===== src/rtl/sseg_pkg.sv =====
// Shared constants for the multiplexed 7-segment display driver.
// Segment patterns are 7 bits {a,b,c,d,e,f,g}. They are active-low, so 0 lights a segment.
package sseg_pkg;

  localparam logic [6:0] SEG_BLANK = 7'h7F;
  localparam logic [7:0] SSEG_OFF  = 8'hFF;

  // Hex glyphs. The highest entry (F) is written first, so SEG_TABLE[n] is the glyph for n.
  localparam logic [15:0][6:0] SEG_TABLE = {
    7'b0111000,  // F
    7'b0110000,  // E
    7'b1000010,  // d
    7'b0110001,  // C
    7'b1100000,  // b
    7'b0001000,  // A
    7'b0000100,  // 9
    7'b0000000,  // 8
    7'b0001111,  // 7
    7'b0100000,  // 6
    7'b0100100,  // 5
    7'b1001100,  // 4
    7'b0000110,  // 3
    7'b0010010,  // 2
    7'b1001111,  // 1
    7'b0000001   // 0
  };

  function automatic logic [6:0] seg_decode(input logic [3:0] nibble);
    return SEG_TABLE[nibble];
  endfunction

endpackage


===== src/rtl/seg_decoder.sv =====
// Combinational hex-nibble to 7-segment decoder. The output is active-low.
//   nibble_i : hex digit 0..F
//   seg_o    : {a,b,c,d,e,f,g}, 0 = lit
module seg_decoder
  import sseg_pkg::*;
(
  input  logic [3:0] nibble_i,
  output logic [6:0] seg_o
);

  always_comb begin
    seg_o = seg_decode(nibble_i);
  end

endmodule


===== src/rtl/sseg_mux_driver.sv =====
// Time-multiplexed driver for a common-anode multi-digit 7-segment display.
// Each digit gets one slot of REFRESH_DIV cycles.
// The first BLANK_CYCLES cycles of every slot keep all anodes off to avoid ghosting.
// Digit inputs are snapshotted once per frame, so a frame never shows a mix of old and new values.
//   clk, rst_n  : clock, asynchronous active-low reset
//   en          : scan enable; while low the scan holds and the display is dark
//   value       : NUM_DIGITS hex nibbles; digit 0 is the rightmost
//   dp          : per-digit decimal point request (1 = lit)
//   digit_en    : per-digit enable (0 = blank)
//   lz_suppress : blank leading zero digits (digit 0 is never suppressed)
//   an          : active-low anode selects
//   sseg        : {dp,a,b,c,d,e,f,g}, active-low
//   frame_tick  : one-cycle pulse after each completed frame
module sseg_mux_driver
  import sseg_pkg::*;
#(
  parameter int unsigned NUM_DIGITS   = 4,
  parameter int unsigned REFRESH_DIV  = 50000,
  parameter int unsigned BLANK_CYCLES = 500
) (
  input  logic                    clk,
  input  logic                    rst_n,
  input  logic                    en,
  input  logic [4*NUM_DIGITS-1:0] value,
  input  logic [NUM_DIGITS-1:0]   dp,
  input  logic [NUM_DIGITS-1:0]   digit_en,
  input  logic                    lz_suppress,
  output logic [NUM_DIGITS-1:0]   an,
  output logic [7:0]              sseg,
  output logic                    frame_tick
);

  localparam int unsigned IDX_W = (NUM_DIGITS > 1) ? $clog2(NUM_DIGITS) : 1;
  localparam int unsigned CNT_W = $clog2(REFRESH_DIV);
  localparam logic [CNT_W-1:0] CNT_LAST   = CNT_W'(REFRESH_DIV - 1);
  localparam logic [CNT_W-1:0] CNT_BLANK  = CNT_W'(BLANK_CYCLES);
  localparam logic [IDX_W-1:0] IDX_LAST   = IDX_W'(NUM_DIGITS - 1);

  logic [CNT_W-1:0]        cnt_q, cnt_d;
  logic [IDX_W-1:0]        idx_q, idx_d;
  logic [4*NUM_DIGITS-1:0] snap_value_q, snap_value_d;
  logic [NUM_DIGITS-1:0]   snap_dp_q, snap_dp_d;
  logic [NUM_DIGITS-1:0]   snap_den_q, snap_den_d;
  logic [NUM_DIGITS-1:0]   an_q, an_d;
  logic [7:0]              sseg_q, sseg_d;
  logic                    frame_tick_q, frame_tick_d;

  logic       slot_end, frame_end, upper_zero, blanked;
  logic [3:0] cur_nibble;
  logic [6:0] cur_seg;

  seg_decoder u_dec (
    .nibble_i (cur_nibble),
    .seg_o    (cur_seg)
  );

  always_comb begin
    slot_end  = en && (cnt_q == CNT_LAST);
    frame_end = slot_end && (idx_q == IDX_LAST);

    cnt_d = cnt_q;
    idx_d = idx_q;
    if (en) begin
      if (slot_end) begin
        cnt_d = '0;
        idx_d = frame_end ? '0 : idx_q + 1'b1;
      end else begin
        cnt_d = cnt_q + 1'b1;
      end
    end

    // Inputs are re-sampled while idle as well, so a restarted scan shows fresh data.
    snap_value_d = snap_value_q;
    snap_dp_d    = snap_dp_q;
    snap_den_d   = snap_den_q;
    if (!en || frame_end) begin
      snap_value_d = value;
      snap_dp_d    = dp;
      snap_den_d   = digit_en;
    end

    cur_nibble = snap_value_q[idx_q*4 +: 4];
    // This digit and everything to its left are zero, so it is a leading zero.
    upper_zero = (snap_value_q >> {idx_q, 2'b00}) == '0;
    blanked    = !snap_den_q[idx_q] || (lz_suppress && (idx_q != '0) && upper_zero);

    an_d   = '1;
    sseg_d = SSEG_OFF;
    if (en && (cnt_q >= CNT_BLANK) && !blanked) begin
      an_d   = ~(NUM_DIGITS'(1) << idx_q);
      sseg_d = {~snap_dp_q[idx_q], cur_seg};
    end

    frame_tick_d = frame_end;
  end

  always_ff @(posedge clk or negedge rst_n) begin
    if (!rst_n) begin
      cnt_q        <= '0;
      idx_q        <= '0;
      snap_value_q <= '0;
      snap_dp_q    <= '0;
      snap_den_q   <= '0;
      an_q         <= '1;
      sseg_q       <= SSEG_OFF;
      frame_tick_q <= 1'b0;
    end else begin
      cnt_q        <= cnt_d;
      idx_q        <= idx_d;
      snap_value_q <= snap_value_d;
      snap_dp_q    <= snap_dp_d;
      snap_den_q   <= snap_den_d;
      an_q         <= an_d;
      sseg_q       <= sseg_d;
      frame_tick_q <= frame_tick_d;
    end
  end

  assign an         = an_q;
  assign sseg       = sseg_q;
  assign frame_tick = frame_tick_q;

endmodule


===== config.mk =====
export PLATFORM = sky130hd
export DESIGN_NAME = sseg_mux_driver
export DESIGN_NICKNAME = d
export VERILOG_FILES = /design/src/rtl/sseg_pkg.sv /design/src/rtl/seg_decoder.sv /design/src/rtl/sseg_mux_driver.sv
export SDC_FILE = /design/constraint.sdc
export NUM_CORES = 1
export LEC_CHECK = 0
export BUFFER_PORTS_ARGS = -buffer_cell sky130_fd_sc_hd__buf_2
export CAP_MARGIN = 30
export CORE_UTILIZATION = 30
export CTS_CLUSTER_SIZE = 20
export DETAILED_ROUTE_END_ITERATION = 16
export GPL_ROUTABILITY_DRIVEN = 0
export MAX_ROUTING_LAYER = met4
export PLACE_DENSITY = 0.53
export SLEW_MARGIN = 10
export SYNTH_ARGS = -nofsm -noshare
export SYNTH_HDL_FRONTEND = slang
export SYNTH_HIERARCHICAL = 1
export SYNTH_SLANG_ARGS = --single-unit

===== constraint.sdc =====
create_clock -name clk -period 2.1 [get_ports clk]
set_clock_uncertainty 0.15 [all_clocks]
set_input_delay 0.42 -clock clk [delete_from_list [all_inputs] [get_ports clk]]
set_output_delay 0.42 -clock clk [all_outputs]
set_load 0.005 [all_outputs]

# After elaboration in Yosys (flattened, before gate mapping)
# Memory sizes are Yosys's and may differ from the RTL's.
# Cells that the tools add are included.
# Widths: inputs -> output; s select.
# op_classes
n_addsub,2
magnitude_cmp,3
n_bitwise,2
n_mul,0
div,0
n_shift,3
n_eq_ne,2
reduce_logical,14
mux,9
# ops
op,count
$add 16x1->16 const B,1
$eq 16x16->1 const B,1
$ge 16x9->1 const B,1
$logic_not 16->1,1
$mux 16,1
$shiftx 16x5->4,1
$shr 16x4->16,1
$mux 8,1
$mux 7,1
$logic_and 1x1->1,6
$lt 4x5->1 const B,1
$bmux 1 s2,2
$mux 4,1
$not 4->4,1
$shl 1x2->4 const A,1
$logic_not 1->1,3
$lt 2x3->1 const B,1
$add 2x1->2 const B,1
$eq 2x2->1 const B,1
$logic_or 1x1->1,2
$mux 1,2
$mux 2,1
$reduce_and 2->1,1
$reduce_bool 2->1,1
$not 1->1,1
# word_totals
latchBits,0
regBits,55
in_bits,28
mem_count,1
out_inout_bits,13
wordCells,44
ramBits,0
romBits,112
# memory_table
name,depth,word_bits,rd,rd_clocked_by_memory_dff,write_ports,line,rtl
(no name shown),16,7,1,0,0,sseg_pkg.sv:29,return SEG_TABLE[nibble];

# Longest topological paths before layout
# Gate-level depths: netlist (run 1).
# logic_depth
ltp_word,7
ltp_mapped,8

# Hierarchy
# Netlist (run 1), hierarchy kept.
# by_module_without_submodules
module,area_each_um2,cells_per_inst,n_inst
sseg_mux_driver,2524.9,196,1
seg_decoder,275.3,32,1

# Worst setup path after synthesis (run 1)
# OpenSTA, ideal clock, no wires.
# synth_path
path_type,reg-to-reg
from,register idx_q[0]
to,"register sseg_q[6], in the netlist sseg[6]"
arrival_time_ps,2099
required_time_ps,1884
setup_time_ps,66
slack_ps,-215
n_path_buf,0
stages_incl_launch_ff,8
path_cell_list,dfrtp_1 > mux4_1 > inv_1 > ha_1 > and2b_2 > or3b_1 > o21ai_0 > nand3b_1
# synth_lines
element,line,rtl
from (decl),sseg_mux_driver.sv:40,"logic [IDX_W-1:0] idx_q, idx_d;"
from (signal assigned),sseg_mux_driver.sv:109,idx_q <= idx_d;
$shiftx 16x5->4,sseg_mux_driver.sv:82,cur_nibble = snap_value_q[idx_q*4 +: 4];
net cur_nibble[1],sseg_mux_driver.sv:49,logic [3:0] cur_nibble;
$mem_v2 16x7,n/a,
$mux 7 (not written as such),sseg_pkg.sv:29,
net cur_seg[6],sseg_mux_driver.sv:50,logic [6:0] cur_seg;
$mux 8,sseg_mux_driver.sv:89,if (en && (cnt_q >= CNT_BLANK) && !blanked) begin
net sseg_d[6],sseg_mux_driver.sv:45,"logic [7:0] sseg_q, sseg_d;"
to (signal assigned),sseg_mux_driver.sv:114,sseg_q <= sseg_d;
to (decl),sseg_mux_driver.sv:45,
# The timed path passes the listed nets, and every way through them passes these cells. The select of a mux whose other input is x is not followed.
# A chain may end at the register's enable or synchronous reset.

# Worst setup path after layout (run 1)
# layout_path
from,register idx_q[0]
to,"register sseg_q[0], in the netlist sseg[0]"
# The elaborated chain is that of the path after synthesis.

==> metrics.yaml, run 1 <==
cts_tree: "done"
vias: 2094
track_usage: 0.146
internal-power_mw: 1.70
swShare: 0.277
netlist_instances: 228
worstMarginPinSlew_ns: 0.413
hold_viol_final: 0
postPlaceCellArea_mm2: 0.00349
syn_area_mm2: 0.00280
dp_hpwl_um: 4570
die_h_um: 98.6
area_growth_pct: 35.9
grt_pass1_wl_um: 10700
post-place-ws_ns: -0.166
coreArea_mm2: 0.00889
yosys_register_bits: 55
post-route-period-util: 1.03
hp-class: "in2reg"
violations: "negative setup slack"
drc_errors: 0
maxSlewViolCount: 0
grt_pass1_vias: 2114
synth_area_leaders: "dfrtp_1 (38%), dfstp_2 (11%), mux2_2 (10%)"
grt_max_degree: 23
critPathMaxStageDelay_ns: 0.57
syn-num-nets: 269
tns_ns: -0.196
routedWlPerCell_um: 15.7
max_freq_mhz: 461
avgSynthCellArea_um2: 12.3
min_to: "snap_den_q[1]"
r2r_start: "idx_q[0]"
fin_crit_ns: 2.17
drtAntennaViolNets: 0
holdPathStages: 2
ys.flop_type: "dfrtp_1"
reg2reg_slack_ns: -0.07
vias_per_cell: 4.93
fill_cells: 850
grt_overflow_total: 0
yosysUniqueCellTypes: 41
switching_power_uw: 652
ys_seq_area_frac: 0.497
initial_core_util: 0.315
htree_num_levels: 2
multi_input_area_mm2: 0.00145
reg2reg_depth: 6
path_class: "reg2reg"
drt-total-wl_um: 6650
fin_ws_ns: -0.0708
power_density_mw_per_mm2: 618
rsz0062_at_grt: "yes"
crit_required_ns: 2.18
comb_power_share: 0.224
synth.top_cell.area_share: 0.384
cp_cell_sequence: "mux4_2 > buf_6 > ha_2 > mux2_2 > a22o_1 > nand3b_1"
clock_path_buffers: 2
port_buffers: 40
synth-edff-count: 0
cts_buffers: 5
r2r_end: "sseg[0]"
status: "finished with violations"
final_cell_mix: "dfrtp_1 (42), buf_4 (42), buf_2 (40), mux2_4 (20), nand2_1 (17)"
finalNetCount: 357
cts.sinks: 55
peakVddDrop_mv: 0.338
async_reset_ff_frac: 1.00
path_max_fanout: 4
start_kind: "flop"
p_seq_frac: 0.525
max_slew_margin: 0.725
insertion_delay_ns: 0.31
cts_root_buf: "clkbuf_8"
setup_viol: 3
p_leak_nw: 1.74
crit_arrival_ns: 2.25
clkPwrFrac: 0.251
final_cell_area_mm2: 0.00380
seqCellArea_mm2: 0.00139
first_pass_iters: 4
synth_top_area_cell: "dfrtp_1"
yosysWarnings: 6
whs_ns: 0.183
rows: 34
end_kind: "flop"
hold_start: "digit_en[1]"
dieArea_mm2: 0.00972
cap_violations: 0
critPathSlowestCell: "mux4_2"
num_io_pins: 41
cts.clk_slew.worst_paths_ns: 0.10
drt_iter0_drc: 63
antenna_found_initial: 0
drive_gt1_frac: 0.486
antenna_cells: 0
fp.dieW_um: 98.6
## worst max-delay path, delay by kind of cell (launching register included)
kind / cells / cell delay, ns
mux: 2 / 0.84
compound gates: 1 / 0.18
flops: 1 / 0.42
simple gates: 1 / 0.16
buf+inv: 1 / 0.15
fa+ha+maj: 1 / 0.17
## sequential cells by signal, summed over array words and instances (netlist names)
register and count:
snap_den_q 4, snap_value_q 16, sseg 8, idx_q 2, an 4, frame_tick 1, snap_dp_q 4, cnt_q 16
## cells by family (layout without fill, tap and decap cells)
| group | Yosys count | in the layout | synth area share |
|---|---|---|---|
| muxes | 38 | 38 | 0.186 |
| DFF | 55 | 55 | 0.497 |
| xor gates and xnor gates | 10 | 10 | 0.0313 |
| adders and majority gates | 13 | 13 | 0.0581 |
| and+or+nand+nor | 69 | 69 | 0.134 |
| AOI/OAI and AO/OA | 21 | 22 | 0.0523 |
| buffers and inverters | 22 | 110 | 0.0411 |
## what timing repair did
item                       4_1_cts  5_1_grt
pin swaps                        3        5
setup endpoints to repair       11       35
hold endpoints to repair        13        0
resized for setup                9       10
gates cloned                     2        2
hold buffers                     1        0
setup buffers                    4        2
## cell usage after synthesis (2+ instances only)
master    count
nor3_1        3
nor2_1       13
nor4_1        4
xor2_1        4
inv_1         9
and4_1        5
clkbuf_1      6
nand3_1       6
a22o_1        2
buf_2         2
nand2_1      17
buf_6         3
mux2_2       25
buf_4         2
nand4_1       5
nand2b_1      2
nand3b_1      7
o21ai_0       5
dfstp_2      12
o211ai_1      3
dfrtp_1      43
mux2i_1       6
mux4_1        6
ha_1         13
a21oi_1       4
xnor2_1       6
## worst max-delay path by stage
stage	start	end	cells after the start
after global routing	idx_q[0]	sseg[6]	7
after detailed placement	idx_q[0]	sseg[3]	5
final	idx_q[0]	sseg[0]	6
after global placement	idx_q[0]	sseg[3]	5
after floorplan	idx_q[0]	sseg[3]	7
after CTS	idx_q[0]	sseg[3]	5
## area by class of cell
type,instances,area share
clock buffers,7,0.0201
clock inverters,1,0.00132
inverters,9,0.00954
multi-input cells,152,0.381
flip-flops and latches,55,0.366
well taps,108,0.0355
repair buffers,93,0.186
## power by group through the flow
stage          logic [mW]  registers, mW  clock network [mW]
2_1_floorplan       0.296           1.23                   0
3_3_place_gp        0.472           1.25                   0
3_5_place_dp        0.482           1.25                   0
4_1_cts             0.510           1.24               0.611
5_1_grt             0.578           1.25               0.659
6_report            0.526           1.24               0.591
## stage by stage
step	utilization	power, mW	std cells
detailed placement	0.393	1.74	406
floorplan	-	1.53	228
global route	0.428	2.49	425
finish	0.428	2.35	425
global placement	0.392	1.73	405
CTS	0.416	2.36	421
## per-layer routing
metal | vias up | part of all wire | wire length [um] | global-route usage
li1 | 997 | - | - | -
met1 | 1022 | 0.49 | 3250 | 0.199
met2 | 64 | 0.46 | 3050 | 0.216
met3 | 11 | 0.039 | 261 | 0.0312
met4 | 0 | 0.014 | 90 | 0.0471
met5 | - | 0 | 0 | -
Power figures use the tool's default switching activity.
==> run 2: changes to the inputs <==
--- a/config.mk
+++ b/config.mk
@@ -11,6 +11,7 @@
 export CTS_CLUSTER_SIZE = 20
 export DETAILED_ROUTE_END_ITERATION = 16
 export GPL_ROUTABILITY_DRIVEN = 0
+export GPL_TIMING_DRIVEN = 0
 export MAX_ROUTING_LAYER = met4
 export PLACE_DENSITY = 0.53
 export SLEW_MARGIN = 10
==> run 2 against run 1 <==
Net effect: die area did not move; clock-buffer cell count did not move; clock power up 4.6%; the run still ends with negative setup slack left; utilization decreased by 0.79 points; power is 0.54% lower; sequential share of layout area up 0.72 points; largest power group unchanged; worst setup slack worse by 0.095 ns.
==> metrics.yaml, run 2 (synthesis gave the netlist of run 1 again) <==
status: "finished with violations"
violations: "negative setup slack"
coreArea_mm2: 0.00889
final_cell_mix: "dfrtp_1 (41), buf_2 (41), buf_4 (22), mux2_4 (19), nand2_1 (17)"
crit_required_ns: 2.18
clock_path_buffers: 2
area_growth_pct: 33.4
port_buffers: 40
grt_util_met3: 0.0270
hp-class: "in2reg"
path_max_fanout: 5
top_usage_layer: "met2"
use_met1: 0.182
vias_per_cell: 4.80
max_slew_margin: 0.651
cts_root_buf: "clkbuf_8"
grt_pass1_vias: 1988
finalNetCount: 344
initial_core_util: 0.315
worstMarginPinSlew_ns: 0.524
critPathMaxStageDelay_ns: 0.51
post-route-period-util: 1.08
routedWlPerCell_um: 14.9
grt_max_degree: 22
cp_cell_sequence: "buf_6 > mux4_2 > buf_6 > inv_6 > ha_4 > inv_2 > mux4_2 > nand3b_1"
die_h_um: 98.6
vias: 1978
cts.clk_slew.worst_paths_ns: 0.10
insertion_delay_ns: 0.31
grt_use_met2: 0.207
peakVddDrop_mv: 0.278
maxSlewViolCount: 0
whs_ns: 0.181
fin_cells: 412
critPathSlowestCell: "mux4_2"
end_kind: "flop"
dieArea_mm2: 0.00972
fp.dieW_um: 98.6
antenna_cells: 0
drt_iter0_drc: 82
drtAntennaViolNets: 0
grt_pass1_wl_um: 10000
rows: 34
rsz0062_at_grt: "yes"
cap_violations: 0
fin_ws_ns: -0.166
crit_arrival_ns: 2.34
power_density_mw_per_mm2: 627
hold_viol_final: 0
cts_tree: "done"
cts_buffers: 5
track_usage: 0.135
first_pass_iters: 4
drc_errors: 0
htree_num_levels: 2
grt_overflow_total: 0
report.power.total_mw: 2.34
drt-total-wl_um: 6130
p_leak_nw: 1.66
antenna_found_initial: 0
start_kind: "flop"
drive_gt1_frac: 0.480
num_io_pins: 41
dp_hpwl_um: 4240
fin_crit_ns: 2.27
cts.sinks: 55
dpl.cell_count: 378
path_class: "reg2reg"
setup_viol: 11
max_freq_mhz: 441
run 2: cell count changes in the layout (fill, tap and decap cells not counted), sizes merged:
cell / before / now
clkbuf: 9 / 10
buf: 90 / 77
a2111o: 2 / 1
run 2: power breakdown:
part / internal, mW / switching (mW)
registers: 1.15 / 0.106
clock network: 0.271 / 0.347
logic: 0.280 / 0.184
run 2: metrics by stage:
step           TNS, ns  cell area (um2)  worst slack, ns  utilization
2_1_floorplan    -1.28             2910           -0.125            -
3_3_place_gp     -7.52             3240           -0.367        0.365
3_5_place_dp     -7.29             3300           -0.360        0.371
4_1_cts          -1.93             3640           -0.195        0.409
5_1_grt          -1.76             3730           -0.256        0.420
6_report         -1.17             3730           -0.166        0.420
run 2: layer usage:
metal	wire length [um]	part of all wire
met1	2990	0.49
met2	2850	0.47
met3	228	0.037
met4	53	0.0087
met5	0	0
run 2: final cells by class:
type,count,area (um2)
buffer,10,91.3
clock buffer,7,86.3
clock inverter,1,8.76
fill,842,5160
inverter,9,41.3
multi-input combinational,151,1440
sequential,55,1390
tap,108,135
timing repair buffer,71,534
run 2: worst paths after layout:
| check | from | end | slack, ns | cells after the start |
|---|---|---|---|---|
| hold / removal | value[7] | snap_value_q[7] | 0.18 | 2 |
| setup reg to reg | idx_q[0] | sseg[3] | -0.17 | 8 |
| hold reg to reg | snap_dp_q[3] | snap_dp_q[3] | 0.36 | 1 |
| setup / recovery | idx_q[0] | sseg[3] | -0.17 | 8 |
| min in group asynchronous | rst_n | snap_den_q[0] | 0.42 | 2 |
| max in group asynchronous | rst_n | an[0] | 0.68 | 4 |
run 2: critical path: cells and delay by family, from the launching register on:
kind	cells	cell delay (ns)
DFF	1	0.41
muxes	2	0.95
buffers and inverters	4	0.38
and+or+nand+nor	1	0.17
adders and majority gates	1	0.12
run 2: what timing repair did:
action,CTS,global route
endpoints found under the setup margin,44,40
pin swaps,5,6
hold endpoints to repair,14,0
hold buffers,1,0
setup buffers,16,9
gates resized for setup,20,17
cloned,3,0
